===== src/rtl/lab_sweep_ctrl_if.sv =====
// Sweep controller bus: run control, DUT stimulus {a,s,d} and DUT response {x,y}, status.
// Latency: none, wires only.
// Backpressure: none; start is a request level sampled only while the controller is idle.
// master = sequencer/bench side (drives start, abort, dut_x, dut_y)
// slave  = lab_sweep_ctrl (drives a, s, d, busy, done, pass, err_cnt, vec_idx[, fail_mask])
// fail_mask exists only when SWEEP_FAIL_LOG_EN is defined.
interface lab_sweep_ctrl_if;
  logic       start;
  logic       abort;
  logic       dut_x;
  logic       dut_y;
  logic       a;
  logic       s;
  logic       d;
  logic       busy;
  logic       done;
  logic       pass;
  logic [3:0] err_cnt;
  logic [2:0] vec_idx;
`ifdef SWEEP_FAIL_LOG_EN
  logic [7:0] fail_mask;
`endif

  modport master (
    output start, abort, dut_x, dut_y,
    input  a, s, d, busy, done, pass, err_cnt, vec_idx
`ifdef SWEEP_FAIL_LOG_EN
    , input fail_mask
`endif
  );

  modport slave (
    input  start, abort, dut_x, dut_y,
    output a, s, d, busy, done, pass, err_cnt, vec_idx
`ifdef SWEEP_FAIL_LOG_EN
    , output fail_mask
`endif
  );
endinterface


===== src/rtl/lab_sweep_ctrl.sv =====
// Sweeps all 8 {a,s,d} vectors into a DUT and compares {x,y} against EXP_TABLE.
// Latency: DWELL+3 cycles per vector; start-to-done is 8*(DWELL+3)+1 cycles.
// Backpressure: start is ignored unless idle; abort wins over start and ends a sweep next cycle.
// Ports: clk, rst_n (async, active-low), bus (lab_sweep_ctrl_if.slave).
// Optional feature: SWEEP_FAIL_LOG_EN adds the per-vector fail_mask output.
module lab_sweep_ctrl #(
  parameter int unsigned DWELL     = 4,
  parameter logic [15:0] EXP_TABLE = 16'h0000
) (
  input  logic             clk,
  input  logic             rst_n,
  lab_sweep_ctrl_if.slave  bus
);

  typedef enum logic [2:0] {
    IDLE   = 3'd0,
    APPLY  = 3'd1,
    SETTLE = 3'd2,
    SAMPLE = 3'd3,
    NEXT   = 3'd4,
    DONE   = 3'd5
  } state_e;

  localparam logic [3:0] DWELL_LAST = 4'(DWELL - 1);

  state_e     state_q, state_d;
  logic [2:0] vec_idx_q, vec_idx_d;
  logic [3:0] dwell_q, dwell_d;
  logic [3:0] err_cnt_q, err_cnt_d;
  logic       pass_q, pass_d;
`ifdef SWEEP_FAIL_LOG_EN
  logic [7:0] fail_mask_q, fail_mask_d;
`endif

  // Expected {x,y} for the applied vector: bits [2i+1:2i] of the table.
  logic [15:0] exp_shift;
  logic        mismatch;

  always_comb begin
    exp_shift = EXP_TABLE >> {vec_idx_q, 1'b0};
    mismatch  = ({bus.dut_x, bus.dut_y} != exp_shift[1:0]);
  end

  always_ff @(posedge clk or negedge rst_n) begin
    if (!rst_n) begin
      state_q     <= IDLE;
      vec_idx_q   <= '0;
      dwell_q     <= '0;
      err_cnt_q   <= '0;
      pass_q      <= 1'b0;
`ifdef SWEEP_FAIL_LOG_EN
      fail_mask_q <= '0;
`endif
    end else begin
      state_q     <= state_d;
      vec_idx_q   <= vec_idx_d;
      dwell_q     <= dwell_d;
      err_cnt_q   <= err_cnt_d;
      pass_q      <= pass_d;
`ifdef SWEEP_FAIL_LOG_EN
      fail_mask_q <= fail_mask_d;
`endif
    end
  end

  always_comb begin
    state_d     = state_q;
    vec_idx_d   = vec_idx_q;
    dwell_d     = dwell_q;
    err_cnt_d   = err_cnt_q;
    pass_d      = pass_q;
`ifdef SWEEP_FAIL_LOG_EN
    fail_mask_d = fail_mask_q;
`endif

    case (state_q)
      IDLE: begin
        if (bus.start && !bus.abort) begin
          state_d     = APPLY;
          vec_idx_d   = '0;
          dwell_d     = '0;
          err_cnt_d   = '0;
`ifdef SWEEP_FAIL_LOG_EN
          fail_mask_d = '0;
`endif
        end
      end
      APPLY: begin
        dwell_d = '0;
        state_d = SETTLE;
      end
      SETTLE: begin
        if (dwell_q == DWELL_LAST) begin
          dwell_d = '0;
          state_d = SAMPLE;
        end else begin
          dwell_d = dwell_q + 4'd1;
        end
      end
      SAMPLE: begin
        // At most one mismatch per vector, so the count tops out at 8.
        if (mismatch) begin
          err_cnt_d = err_cnt_q + 4'd1;
`ifdef SWEEP_FAIL_LOG_EN
          fail_mask_d[vec_idx_q] = 1'b1;
`endif
        end
        state_d = NEXT;
      end
      NEXT: begin
        if (vec_idx_q != 3'd7) begin
          vec_idx_d = vec_idx_q + 3'd1;
          state_d   = APPLY;
        end else begin
          // Verdict is registered on entry to DONE so pass is valid alongside done.
          pass_d  = (err_cnt_q == 4'd0);
          state_d = DONE;
        end
      end
      DONE: begin
        state_d = IDLE;
      end
      default: begin
        state_d = IDLE;
      end
    endcase

    // Abort drops the sweep: stimulus back to vector 0, results frozen for readout.
    if (bus.abort && (state_q != IDLE)) begin
      state_d     = IDLE;
      vec_idx_d   = '0;
      dwell_d     = '0;
      err_cnt_d   = err_cnt_q;
      pass_d      = pass_q;
`ifdef SWEEP_FAIL_LOG_EN
      fail_mask_d = fail_mask_q;
`endif
    end
  end

  always_comb begin
    bus.a         = vec_idx_q[2];
    bus.s         = vec_idx_q[1];
    bus.d         = vec_idx_q[0];
    bus.vec_idx   = vec_idx_q;
    bus.busy      = (state_q != IDLE);
    bus.done      = (state_q == DONE);
    bus.pass      = pass_q;
    bus.err_cnt   = err_cnt_q;
`ifdef SWEEP_FAIL_LOG_EN
    bus.fail_mask = fail_mask_q;
`endif
  end

endmodule


===== src/flat_wrapper.sv =====
// flat-port wrapper written by rule: the top's interface ports become plain ports
module lab_sweep_ctrl_flat 
#(
  parameter int unsigned DWELL     = 4,
  parameter logic [15:0] EXP_TABLE = 16'h0000
)
  (clk, rst_n, bus_start, bus_abort, bus_dut_x, bus_dut_y, bus_a, bus_s, bus_d, bus_busy, bus_done, bus_pass, bus_err_cnt, bus_vec_idx);
  lab_sweep_ctrl_if bus_i ();
  input  logic clk;
  input  logic rst_n;
  input wire logic [$bits(bus_i.start)-1:0] bus_start;
  input wire logic [$bits(bus_i.abort)-1:0] bus_abort;
  input wire logic [$bits(bus_i.dut_x)-1:0] bus_dut_x;
  input wire logic [$bits(bus_i.dut_y)-1:0] bus_dut_y;
  output wire logic [$bits(bus_i.a)-1:0] bus_a;
  output wire logic [$bits(bus_i.s)-1:0] bus_s;
  output wire logic [$bits(bus_i.d)-1:0] bus_d;
  output wire logic [$bits(bus_i.busy)-1:0] bus_busy;
  output wire logic [$bits(bus_i.done)-1:0] bus_done;
  output wire logic [$bits(bus_i.pass)-1:0] bus_pass;
  output wire logic [$bits(bus_i.err_cnt)-1:0] bus_err_cnt;
  output wire logic [$bits(bus_i.vec_idx)-1:0] bus_vec_idx;
  assign bus_i.start = bus_start;
  assign bus_i.abort = bus_abort;
  assign bus_i.dut_x = bus_dut_x;
  assign bus_i.dut_y = bus_dut_y;
  assign bus_a = bus_i.a;
  assign bus_s = bus_i.s;
  assign bus_d = bus_i.d;
  assign bus_busy = bus_i.busy;
  assign bus_done = bus_i.done;
  assign bus_pass = bus_i.pass;
  assign bus_err_cnt = bus_i.err_cnt;
  assign bus_vec_idx = bus_i.vec_idx;
  lab_sweep_ctrl #(.DWELL(DWELL), .EXP_TABLE(EXP_TABLE)) u_core (.clk(clk), .rst_n(rst_n), .bus(bus_i));
endmodule

===== config.mk =====
export PLATFORM = sky130hd
export DESIGN_NAME = lab_sweep_ctrl_flat
export DESIGN_NICKNAME = d
export VERILOG_FILES = /design/src/rtl/lab_sweep_ctrl_if.sv /design/src/rtl/lab_sweep_ctrl.sv /design/src/flat_wrapper.sv
export SDC_FILE = /design/constraint.sdc
export NUM_CORES = 1
export LEC_CHECK = 0
export BUFFER_PORTS_ARGS = -buffer_cell sky130_fd_sc_hd__buf_2
export CAP_MARGIN = 20
export CORE_UTILIZATION = 38
export DETAILED_ROUTE_END_ITERATION = 10
export PLACE_DENSITY = 0.58
export SLEW_MARGIN = 10
export SYNTH_ARGS = -nofsm -noshare
export SYNTH_HDL_FRONTEND = slang
export SYNTH_SLANG_ARGS = --single-unit

===== constraint.sdc =====
create_clock -name clk -period 2.7 [get_ports clk]
set_input_delay 0.27 -clock clk [delete_from_list [all_inputs] [get_ports clk]]
set_output_delay 0.27 -clock clk [all_outputs]
set_load 0.05 [all_outputs]

# Yosys cells after proc, flatten, opt, wreduce, memory -nomap -nowiden
# Index checks and enable logic that the tools add are counted.
# classes
addsub,3
n_eq_ne,13
n_shift,1
muxes,15
bitwise_logic,2
n_reduce_logical,14
# op_table
cell,count
3-bit two-way mux,7
4-bit two-way mux,4
3-bit one-hot mux with 5 select lines,1
4-bit one-hot mux with 3 select lines,1
3-bit by 1-bit inequality test with 1-bit output (second input constant),3
4-bit by 1-bit adder with 4-bit output (second input constant),2
4-bit one-hot mux with 2 select lines,1
3-bit by 2-bit equality test with 1-bit output (second input constant),2
3-bit equality test (second input constant),2
3-bit one-hot mux with 2 select lines,1
3-bit AND reduction,2
3-bit nonzero test,2
4-bit by 2-bit equality test with 1-bit output (second input constant),1
4-bit logical NOT,1
2-bit by 1-bit inequality test with 1-bit output (second input constant),2
2-bit AND reduction,2
4-bit AND reduction,1
4-bit nonzero test,1
1-bit by 4-bit right shift with 2-bit output (first input constant),1
3-bit by 1-bit adder with 3-bit output (second input constant),1
3-bit by 1-bit equality test with 1-bit output (second input constant),1
3-bit logical NOT,1
3-bit inequality test (second input constant),1
1-bit logical AND,2
other kinds (4),5
# totals
regBits,15
in_bits,6
out_inout_bits,13
elab_cells,53

# Longest topological paths before layout
# Gate-level depths: netlist (run 1).
# logic_depth
ltp_word,5
depth_mapped,6

# Worst setup path before layout (run 1)
# OpenSTA, ideal clock, no wires.
# synth_path
path_kind,register to register
start,"register u_core.vec_idx_q[0], in the netlist u_core.bus.vec_idx[0]"
end,"register u_core.vec_idx_q[0], in the netlist u_core.bus.vec_idx[0]"
setup_ns,0.125
arrival_time_ns,1.675
slack_ns,0.901
path_stages_with_launch,7
n_path_buf,0
synth_period_minus_slack_ns,1.799
path_cell_list,dfrtp_1 > ha_1 > ha_1 > nor3_1 > o21ai_0 > and3_1 > mux2_2
# synth_between
elab_chain_cells,4
word_cells_on_any_way,7
# synth_rtl
item,line,source
from (decl),lab_sweep_ctrl.sv:27,"logic [2:0] vec_idx_q, vec_idx_d;"
from (signal assigned),lab_sweep_ctrl.sv:56,vec_idx_q <= vec_idx_d;
3-bit by 1-bit adder with 3-bit output,lab_sweep_ctrl.sv:112,vec_idx_d = vec_idx_q + 3'd1;
3-bit two-way mux,lab_sweep_ctrl.sv:111,if (vec_idx_q != 3'd7) begin
3-bit one-hot mux with 2 select lines,lab_sweep_ctrl.sv:76,case (state_q)
3-bit two-way mux,lab_sweep_ctrl.sv:129,if (bus.abort && (state_q != IDLE)) begin
# Parallel ways exist; a longest one is shown, timed or not. The select of a mux whose other input is x is not followed.
# A chain may end at the register's enable or synchronous reset.

# Worst setup path after layout (run 1)
# layout_path
start,register u_core.state_q[2]
end,output bus_busy
# layout_between
elab_chain_cells,1
# layout_rtl
item,line,source
from (decl),lab_sweep_ctrl.sv:26,"state_e state_q, state_d;"
from (signal assigned),lab_sweep_ctrl.sv:55,state_q <= state_d;
3-bit nonzero test,lab_sweep_ctrl.sv:146,bus.busy = (state_q != IDLE);
to (decl),flat_wrapper.sv:18,output wire logic [$bits(bus_i.busy)-1:0] bus_busy;
# Every way passes these cells.

==> results of run 1 <==
final cells by class:
type	count	area (sq um)	share of cell area, %
clock buffers	3	22.5	2.29
clock inverters	1	5.00	0.509
inverters	4	15.0	1.53
multi-input cells	64	432	43.9
flip-flops and latches	15	375	38.2
well taps	27	33.8	3.44
repair buffers	19	100	10.2
layout by cell type (no fill, tap or decap), types with 2 or more instances in the layout:
cell,count
o31ai_1,3
o21ai_0,8
a31oi_1,2
a21oi_1,2
inv_1,4
nand3_1,2
a22o_1,3
buf_2,18
dfrtp_1,15
and3b_1,2
nand2_1,6
nor3_1,3
clkbuf_4,3
nand4_1,2
nor2_1,7
ha_1,5
cell usage after synthesis (all sizes together):
cell type  count
o41ai          1
mux2           2
nor3           3
and3           1
inv            4
nor4b          1
o22ai          1
nand3          2
nand4b         1
nand2          6
nor2b          1
a211oi         1
o211ai         1
nand3b         1
a31oi          2
o31ai          3
nand4          2
or4b           1
ha             5
a22o           3
or3            1
or2            2
and3b          2
clkbuf         2
o21bai         1
xnor2          1
buf            5
nor3b          1
nor2           7
a21oi          2
a2111o         1
dfrtp         15
o21ai          8
kinds of logic after synthesis:
kind of cell,count (synthesis),share of synthesized area [%]
compound gates,24,18.6
simple gates,32,20.6
xor+xnor,1,1.02
buf+inv,11,6.39
fa+ha+maj,5,7.26
mux,2,2.61
flops,15,43.5
worst reg2reg max path, cell delays in order (launching register included):
cell	delay, ns
dfrtp_1	0.58
o211ai_1	0.18
a2111o_1	0.54
mux2_1	0.34
flip-flops by register name (all words and copies together), names as in the netlist:
register            cells
u_core.bus.err_cnt      4
u_core.state_q          3
u_core.bus.pass         1
u_core.bus.vec_idx      3
u_core.dwell_q          4
metal layers:
layer	share of wire [%]	vias to the layer above	GRT usage (%)
li1	-	360	-
met1	51	339	22.6
met2	44	14	22.1
met3	3.4	4	1.85
met4	1.6	0	8.57
met5	0	-	0
power breakdown:
group	switching, W	total [W]	leakage (nW)	internal (W)
logic	0.0000505	0.0000775	0.280	0.0000269
registers	0.0000157	0.000247	0.205	0.000232
clock network	0.0000707	0.000126	0.0177	0.0000550
metrics by stage:
stage,utilization [%],instance area [sq um]
floorplan,-,862
global placement,46.3,946
detailed placement,46.3,946
CTS,48.2,983
global route,48.2,983
finish,48.2,983
how the worst min path moves through the flow:
stage,to,slack [ns],cells past startpoint,from
floorplan,u_core.bus.err_cnt[0]$_DFFE_PN0P_,-0.03,0,rst_n
global placement,u_core.dwell_q[0]$_DFFE_PN0P_,0.20,1,rst_n
detailed placement,u_core.dwell_q[0]$_DFFE_PN0P_,0.20,1,rst_n
CTS,u_core.state_q[2]$_DFFE_PN0P_,0.30,2,bus_abort
global route,u_core.state_q[1]$_DFFE_PN0P_,0.33,2,bus_abort
finish,u_core.state_q[2]$_DFFE_PN0P_,0.31,2,bus_abort
==> results.py, run 1 <==
metrics = {
    "clocking": {
        "cts_setup_buffers": 0,
        "holdBufCountCts": 1,
        "cts_tree": "built",
        "cts_resized": 0,
        "cts_root_buffer": "clkbuf_4",
        "clk_latency_ns": 0.28,
        "clock_path_buffers": 2,
        "numCtsBuffers": 3,
        "htreeDepth": 1,
        "numClockSinks": 15,
        "path_clk_slew_ns": 0.08,
    },
    "worst_hold_path": {
        "hp-class": "primary input to flip-flop",
    },
    "setup_path": {
        "critPathKind": "flip-flop to output port",
        "worstSetupEndpointType": "output port",
        "cp-endpoint": "bus_busy",
        "timing.rr.start": "u_core.state_q[1]$_DFFE_PN0P_",
        "reg2reg_to": "u_core.bus.err_cnt[0]$_DFFE_PN0P_",
        "critPathBufInv": 1,
        "slowest_delay_ns": 0.51,
        "crit_start": "u_core.state_q[2]$_DFFE_PN0P_",
        "reg2reg_slack_ns": 0.95,
        "critical_path.top_delay_family": "flip-flops",
        "startpoint_type": "flip-flop",
        "cp_slowest_cell": "dfrtp_1",
        "critPathRequiredTime_ns": 2.43,
        "ff2ff_path_depth": 3,
        "arrival_ns": 1.48,
        "crit_chain": "or3_1 > buf_2",
        "cp_num_cells": 2,
        "cp_max_fo": 14,
    },
    "die": {
        "die_area_sq_um": 2460,
        "fp-row-count": 16,
        "ios": 19,
        "core_area_sq_um": 2040,
        "start_util_pct": 42.2,
        "die_w_um": 49.6,
        "die_height_um": 49.6,
    },
    "place": {
        "place_congestion": 0.762,
        "placed_cells": 128,
        "portBuffers": 18,
        "place_hpwl_um": 1250,
        "dp_slack_ns": 0.993,
    },
    "yosys": {
        "syn_inst": 90,
        "ys_seq_elements": 15,
        "syn-cell-area_sq_um": 862,
        "synth_cell_types": 36,
        "yosys.area.top_type": "dfrtp_1",
        "syn_area_per_cell_sq_um": 9.58,
        "synth_warnings": 0,
        "synth_top_area_share_pct": 43.5,
        "synth_area_leaders": "dfrtp_1, ha_1, o21ai_0, nor2_1, a22o_1",
        "synthesis.nets": 101,
        "yosysSeqAreaShare_pct": 43.5,
    },
    "run": {
        "cap_viol_max_count": 0,
    },
    "detailed_routing": {
        "drt_iter0_markers": 22,
        "avgViaCountPerCell": 5.39,
        "drt.antenna.violating_nets": 0,
        "wl_per_cell_um": 13.2,
        "firstDrtPassIters": 4,
        "wl_um": 1760,
        "drc": 0,
        "num_vias": 717,
    },
    "timing": {
        "worst_pin_slew_ns": 0.650,
        "finalSetupViolations": 0,
        "rsz0062_at_grt": "false",
        "fin_crit_sh_pct": 65.0,
        "maxSlewHeadroom_pct": 56.0,
        "fin_skew_ns": 0.00504,
        "tns_ns": 0,
        "holdWs_ns": 0.312,
        "fin_crit_ns": 1.75,
        "slew_violations": 0,
        "max_freq_mhz": 570,
        "fin_ws_ns": 0.946,
        "hold_violations": 0,
    },
    "finish": {
        "synthToLayoutAreaGrowth_pct": 14.1,
        "finalNonFillerCells": 133,
        "layout-drive-gt1-share_pct": 22.6,
        "nNetsFinal": 118,
        "antenna_cells": 0,
        "n_fill_cell": 219,
    },
    "run_status": {
        "status": "finished, final reports clean",
    },
    "power": {
        "p_leak_nw": 0.503,
        "power-per-cell-area_nw_per_um2": 458,
        "ir_drop_uv": 274,
        "power_w": 0.000451,
    },
    "global_routing": {
        "grt_usage_pct": 15.5,
        "grt_first_pass_wirelength_um": 2890,
        "grt_pass1_vias": 638,
        "grt_max_degree": 16,
        "grt_antenna_before_repair": 0,
        "grt_overflow_total": 0,
    },
}
(Power assumes the default switching activity.)
==> inputs of run 2 (changes only) <==
--- a/config.mk
+++ b/config.mk
@@ -9,7 +9,7 @@
 export CAP_MARGIN = 20
 export CORE_UTILIZATION = 38
 export DETAILED_ROUTE_END_ITERATION = 10
-export PLACE_DENSITY = 0.58
+export PLACE_DENSITY = 0.61
 export SLEW_MARGIN = 10
 export SYNTH_ARGS = -nofsm -noshare
 export SYNTH_HDL_FRONTEND = slang
==> constraint.sdc (replaced) <==
create_clock -name clk -period 1.6 [get_ports clk]
set_input_delay 0.16 -clock clk [delete_from_list [all_inputs] [get_ports clk]]
set_output_delay 0.16 -clock clk [all_outputs]
set_load 0.05 [all_outputs]
==> results.py, run 2 (synthesis gave the netlist of run 1 again) <==
metrics = {
    "run_status": {
        "status": "finished, final reports clean",
    },
    "timing": {
        "max_freq_mhz": 631,
        "fin_crit_ns": 1.58,
        "fin_crit_sh_pct": 99.0,
        "hold_violations": 0,
        "finalSetupViolations": 0,
        "maxSlewHeadroom_pct": 77.4,
        "worst_pin_slew_ns": 0.340,
        "rsz0062_at_grt": "true",
        "holdWs_ns": 0.215,
        "slew_violations": 0,
        "fin_skew_ns": 0.00614,
    },
    "global_routing": {
        "grt_overflow_total": 0,
        "grt_first_pass_wirelength_um": 3180,
        "grt_pass1_vias": 705,
        "grt_use_met2_pct": 26.8,
        "use_met3_pct": 2.16,
        "grt_antenna_before_repair": 0,
        "grt.busiest_layer": "met2",
        "grt_usage_pct": 16.9,
        "met1_usage_pct": 23.5,
        "grt_max_degree": 16,
    },
    "die": {
        "fp-row-count": 16,
        "die_area_sq_um": 2460,
        "core_area_sq_um": 2040,
        "start_util_pct": 42.2,
        "die_w_um": 49.6,
        "ios": 19,
        "die_height_um": 49.6,
    },
    "worst_hold_path": {
        "hp-class": "primary input to flip-flop",
    },
    "clocking": {
        "cts_tree": "built",
        "path_clk_slew_ns": 0.09,
        "clock_path_buffers": 2,
        "clk_latency_ns": 0.28,
        "numCtsBuffers": 3,
        "numClockSinks": 15,
        "cts_root_buffer": "clkbuf_4",
        "htreeDepth": 1,
    },
    "detailed_routing": {
        "wl_um": 1960,
        "avgViaCountPerCell": 5.34,
        "drc": 0,
        "drt_iter0_markers": 13,
        "wl_per_cell_um": 13.8,
        "num_vias": 758,
        "firstDrtPassIters": 4,
        "drt.antenna.violating_nets": 0,
    },
    "setup_path": {
        "cp_max_fo": 6,
        "slowest_delay_ns": 0.48,
        "critPathRequiredTime_ns": 1.79,
        "critPathKind": "flip-flop to flip-flop",
        "worstSetupEndpointType": "flip-flop",
        "startpoint_type": "flip-flop",
        "cp_slowest_cell": "a2111o_1",
        "arrival_ns": 1.77,
        "crit_chain": "or2_1 > a2111o_1 > buf_4 > o31ai_2",
    },
    "place": {
        "place_congestion": 0.750,
        "portBuffers": 18,
        "place_hpwl_um": 1380,
    },
    "finish": {
        "nNetsFinal": 127,
        "synthToLayoutAreaGrowth_pct": 31.1,
        "n_fill_cell": 203,
        "final_common_cell": "buf_2",
        "layout-drive-gt1-share_pct": 40.0,
        "antenna_cells": 0,
        "layout_common_cells": "buf_2, dfrtp_1, buf_4, nor2_1, nand2_1",
    },
    "power": {
        "power_w": 0.000811,
        "ir_drop_uv": 353,
        "power-per-cell-area_nw_per_um2": 718,
        "p_leak_nw": 0.555,
    },
    "run": {
        "cap_viol_max_count": 0,
    },
}
[run 2: changes by cell type in the layout (fill, tap and decap cells not counted), sizes merged]
cell,before,now
buf,18,26
clkbuf,3,4
[run 2: power breakdown]
group	internal, W	switching [W]	total [W]
clock network	0.0000927	0.000123	0.000216
registers	0.000392	0.0000149	0.000406
logic	0.0000809	0.000108	0.000189
total	0.000565	0.000246	0.000811
[run 2: layer usage]
| metal | share of wire (%) | up-vias |
|---|---|---|
| li1 | - | 378 |
| met1 | 49 | 365 |
| met2 | 47 | 13 |
| met3 | 3.3 | 2 |
| met4 | 0.41 | 0 |
| met5 | 0 | - |
[run 2: through the flow]
step / worst slack (ns) / instance area [sq um] / utilization (%) / TNS (ns) / instances
2_1_floorplan: -0.0493 / 900 / - / -0.0687 / 90
3_3_place_gp: 0.0369 / 1020 / 50.0 / 0 / 133
3_5_place_dp: 0.00109 / 1020 / 50.0 / 0 / 133
4_1_cts: -0.0199 / 1080 / 53.0 / -0.0415 / 140
5_1_grt: -0.0472 / 1130 / 55.3 / -0.123 / 142
6_report: 0.0157 / 1130 / 55.3 / 0 / 142
[run 2: what timing repair did]
item	CTS	global route
endpoints found under the hold margin	15	0
resized for setup	3	9
pin swaps	1	1
hold buffers	1	0
setup buffers	2	2
setup endpoints to repair	3	11
[run 2: path summary, 6_finish.rpt]
| check | startpoint | end | slack, ns | cells past startpoint |
|---|---|---|---|---|
| worst max-delay path | u_core.state_q[0]$_DFFE_PN0P_ | u_core.bus.err_cnt[1]$_DFFE_PN0P_ | 0.02 | 4 |
| worst min-delay path | bus_start | u_core.state_q[0]$_DFFE_PN0P_ | 0.22 | 3 |
| worst max register to register | u_core.state_q[0]$_DFFE_PN0P_ | u_core.bus.err_cnt[1]$_DFFE_PN0P_ | 0.02 | 4 |
| worst min register to register | u_core.bus.pass$_DFFE_PN0P_ | u_core.bus.pass$_DFFE_PN0P_ | 0.53 | 2 |
| max in group asynchronous | rst_n | u_core.bus.vec_idx[1]$_DFFE_PN0P_ | 1.03 | 2 |
| min in group asynchronous | rst_n | u_core.dwell_q[3]$_DFFE_PN0P_ | 0.30 | 2 |
[run 2: area by class of cell]
cell class | count | area, sq um | share of cell area (%)
clock buffers | 3 | 22.5 | 1.99
clock inverters | 1 | 5.00 | 0.443
repair buffers | 28 | 176 | 15.6
well taps | 27 | 33.8 | 2.99
inverters | 4 | 15.0 | 1.33
flip-flops and latches | 15 | 379 | 33.6
multi-input cells | 64 | 498 | 44.1
[run 2: worst max-delay path, delay by kind of cell (launching register included)]
family | cells | cell delay (ns)
AO/OA/AOI/OAI | 2 | 0.65
buffers and inverters | 1 | 0.18
flip-flops | 1 | 0.40
AND/OR/NAND/NOR | 1 | 0.25
==> inputs of run 3 (changes only) <==
--- a/config.mk
+++ b/config.mk
@@ -7,9 +7,12 @@
 export LEC_CHECK = 0
 export BUFFER_PORTS_ARGS = -buffer_cell sky130_fd_sc_hd__buf_2
 export CAP_MARGIN = 20
+export CELL_PAD_IN_SITES_DETAIL_PLACEMENT = 0
+export CELL_PAD_IN_SITES_GLOBAL_PLACEMENT = 1
+export CORE_ASPECT_RATIO = 0.6
 export CORE_UTILIZATION = 38
 export DETAILED_ROUTE_END_ITERATION = 10
-export PLACE_DENSITY = 0.61
+export PLACE_DENSITY = 0.73
 export SLEW_MARGIN = 10
 export SYNTH_ARGS = -nofsm -noshare
 export SYNTH_HDL_FRONTEND = slang
==> constraint.sdc (replaced) <==
create_clock -name clk -period 1.55 [get_ports clk]
set_input_delay 0.155 -clock clk [delete_from_list [all_inputs] [get_ports clk]]
set_output_delay 0.155 -clock clk [all_outputs]
set_load 0.05 [all_outputs]
==> results.py, run 3 (synthesis gave the netlist of run 1 again) <==
metrics = {
    "run_status": {
        "status": "finished, final reports clean",
    },
    "clocking": {
        "numClockSinks": 15,
        "cts_tree": "built",
        "clk_latency_ns": 0.24,
        "cts_root_buffer": "clkbuf_8",
        "path_clk_slew_ns": 0.06,
        "numCtsBuffers": 3,
        "clock_path_buffers": 2,
        "htreeDepth": 1,
    },
    "power": {
        "seqPwrFrac_pct": 44.6,
        "power-per-cell-area_nw_per_um2": 819,
        "p_leak_nw": 0.563,
        "ir_drop_uv": 507,
        "power_frac_clock_pct": 33.6,
        "p_sw_share_pct": 28.2,
        "p_sw_w": 0.000266,
        "intPower_w": 0.000677,
        "combPwrFrac_pct": 21.9,
    },
    "global_routing": {
        "grt_antenna_before_repair": 0,
        "grt_overflow_total": 0,
        "grt_use_met2_pct": 26.1,
        "use_met3_pct": 6.18,
        "grt_first_pass_wirelength_um": 3180,
        "grt.busiest_layer": "met2",
        "grt_pass1_vias": 662,
        "grt_usage_pct": 18.0,
        "grt_max_degree": 16,
        "met1_usage_pct": 25.7,
    },
    "timing": {
        "hold_violations": 0,
        "max_freq_mhz": 648,
        "fin_crit_sh_pct": 99.5,
        "slew_violations": 0,
        "tns_ns": 0,
        "finalSetupViolations": 0,
        "fin_crit_ns": 1.54,
        "fin_skew_ns": 0.00140,
        "rsz0062_at_grt": "true",
        "maxSlewHeadroom_pct": 75.8,
        "worst_pin_slew_ns": 0.363,
        "fin_ws_ns": 0.00793,
    },
    "place": {
        "place_hpwl_um": 1450,
        "place_congestion": 0.692,
        "dp_slack_ns": -0.0227,
        "portBuffers": 18,
    },
    "die": {
        "start_util_pct": 43.5,
        "fp-row-count": 12,
        "ios": 19,
        "die_area_sq_um": 2470,
        "die_height_um": 38.9,
        "core_area_sq_um": 1980,
        "die_w_um": 63.5,
    },
    "finish": {
        "n_fill_cell": 185,
        "layout-drive-gt1-share_pct": 37.9,
        "nNetsFinal": 128,
        "fin_util_pct": 58.1,
        "synthToLayoutAreaGrowth_pct": 33.5,
        "layout_common_cells": "buf_2, dfrtp_1, buf_4, nor2_1",
        "antenna_cells": 0,
        "final_common_cell": "buf_2",
    },
    "detailed_routing": {
        "wl_um": 1950,
        "avgViaCountPerCell": 5.28,
        "num_vias": 760,
        "firstDrtPassIters": 4,
        "drc": 0,
        "wl_per_cell_um": 13.6,
        "drt.antenna.violating_nets": 0,
        "drt_iter0_markers": 34,
    },
    "setup_path": {
        "slowest_delay_ns": 0.40,
        "startpoint_type": "flip-flop",
        "worstSetupEndpointType": "output port",
        "cp_max_fo": 10,
        "critPathBufInv": 2,
        "crit_chain": "buf_4 > or3_4 > buf_6",
        "critPathKind": "flip-flop to output port",
        "critical_path.top_delay_family": "flip-flops",
        "critPathRequiredTime_ns": 1.39,
        "arrival_ns": 1.39,
        "cp_slowest_cell": "dfrtp_1",
    },
    "worst_hold_path": {
        "hp-class": "primary input to flip-flop",
    },
    "run": {
        "cap_viol_max_count": 0,
    },
}
-- run 3: changes by cell type in the layout (fill, tap and decap cells not counted), sizes merged --
cell,before,now
buf,26,28
clkinv,1,0
-- run 3: stage by stage --
stage / total power (W) / area, sq um / hold slack, ns / std cells
2_1_floorplan: 0.000540 / 900 / -0.141 / 90
3_3_place_gp: 0.000598 / 1040 / 0.0861 / 137
3_5_place_dp: 0.000602 / 1040 / 0.0920 / 137
4_1_cts: 0.000952 / 1140 / 0.248 / 144
5_1_grt: 0.000987 / 1150 / 0.291 / 144
6_report: 0.000943 / 1150 / 0.274 / 144
-- run 3: power groups by stage --
stage,clock network (W),registers (W),logic [W]
after floorplan,0,0.000436,0.000104
after global placement,0,0.000426,0.000172
after detailed placement,0,0.000428,0.000174
after CTS,0.000330,0.000419,0.000202
after global routing,0.000338,0.000423,0.000226
final,0.000316,0.000420,0.000206
-- run 3: final timing paths --
kind / from / slack, ns / depth (start not counted) / endpoint
worst max-delay path: u_core.state_q[0]$_DFFE_PN0P_ / 0.008 / 3 / bus_busy
worst min-delay path: bus_abort / 0.27 / 2 / u_core.state_q[2]$_DFFE_PN0P_
worst max register to register: u_core.state_q[0]$_DFFE_PN0P_ / 0.03 / 3 / u_core.bus.err_cnt[0]$_DFFE_PN0P_
worst min register to register: u_core.dwell_q[3]$_DFFE_PN0P_ / 0.52 / 1 / u_core.dwell_q[3]$_DFFE_PN0P_
max in group asynchronous: rst_n / 0.91 / 2 / u_core.bus.vec_idx[0]$_DFFE_PN0P_
min in group asynchronous: rst_n / 0.35 / 2 / u_core.bus.err_cnt[2]$_DFFE_PN0P_
-- run 3: what timing repair did --
item / in CTS / in global routing
pin swaps: 4 / 3
buffers inserted: 2 / 0
hold endpoints to repair: 15 / 0
setup endpoints to repair: 6 / 12
hold buffers: 1 / 0
resized for setup: 6 / 3
-- run 3: layout make-up --
type | count | area (sq um) | area share, %
multi-input cells | 64 | 497 | 43.2
repair buffers | 29 | 181 | 15.8
inverters | 4 | 15.0 | 1.30
well taps | 28 | 35.0 | 3.04
flip-flops and latches | 15 | 378 | 32.8
clock buffers | 4 | 45.0 | 3.91
-- run 3: per-layer routing --
metal  wire (um)  vias to the layer above
met5           0                        -
met4           8                        0
met3          86                        2
met2         796                       15
met1        1060                      361
li1            -                      382
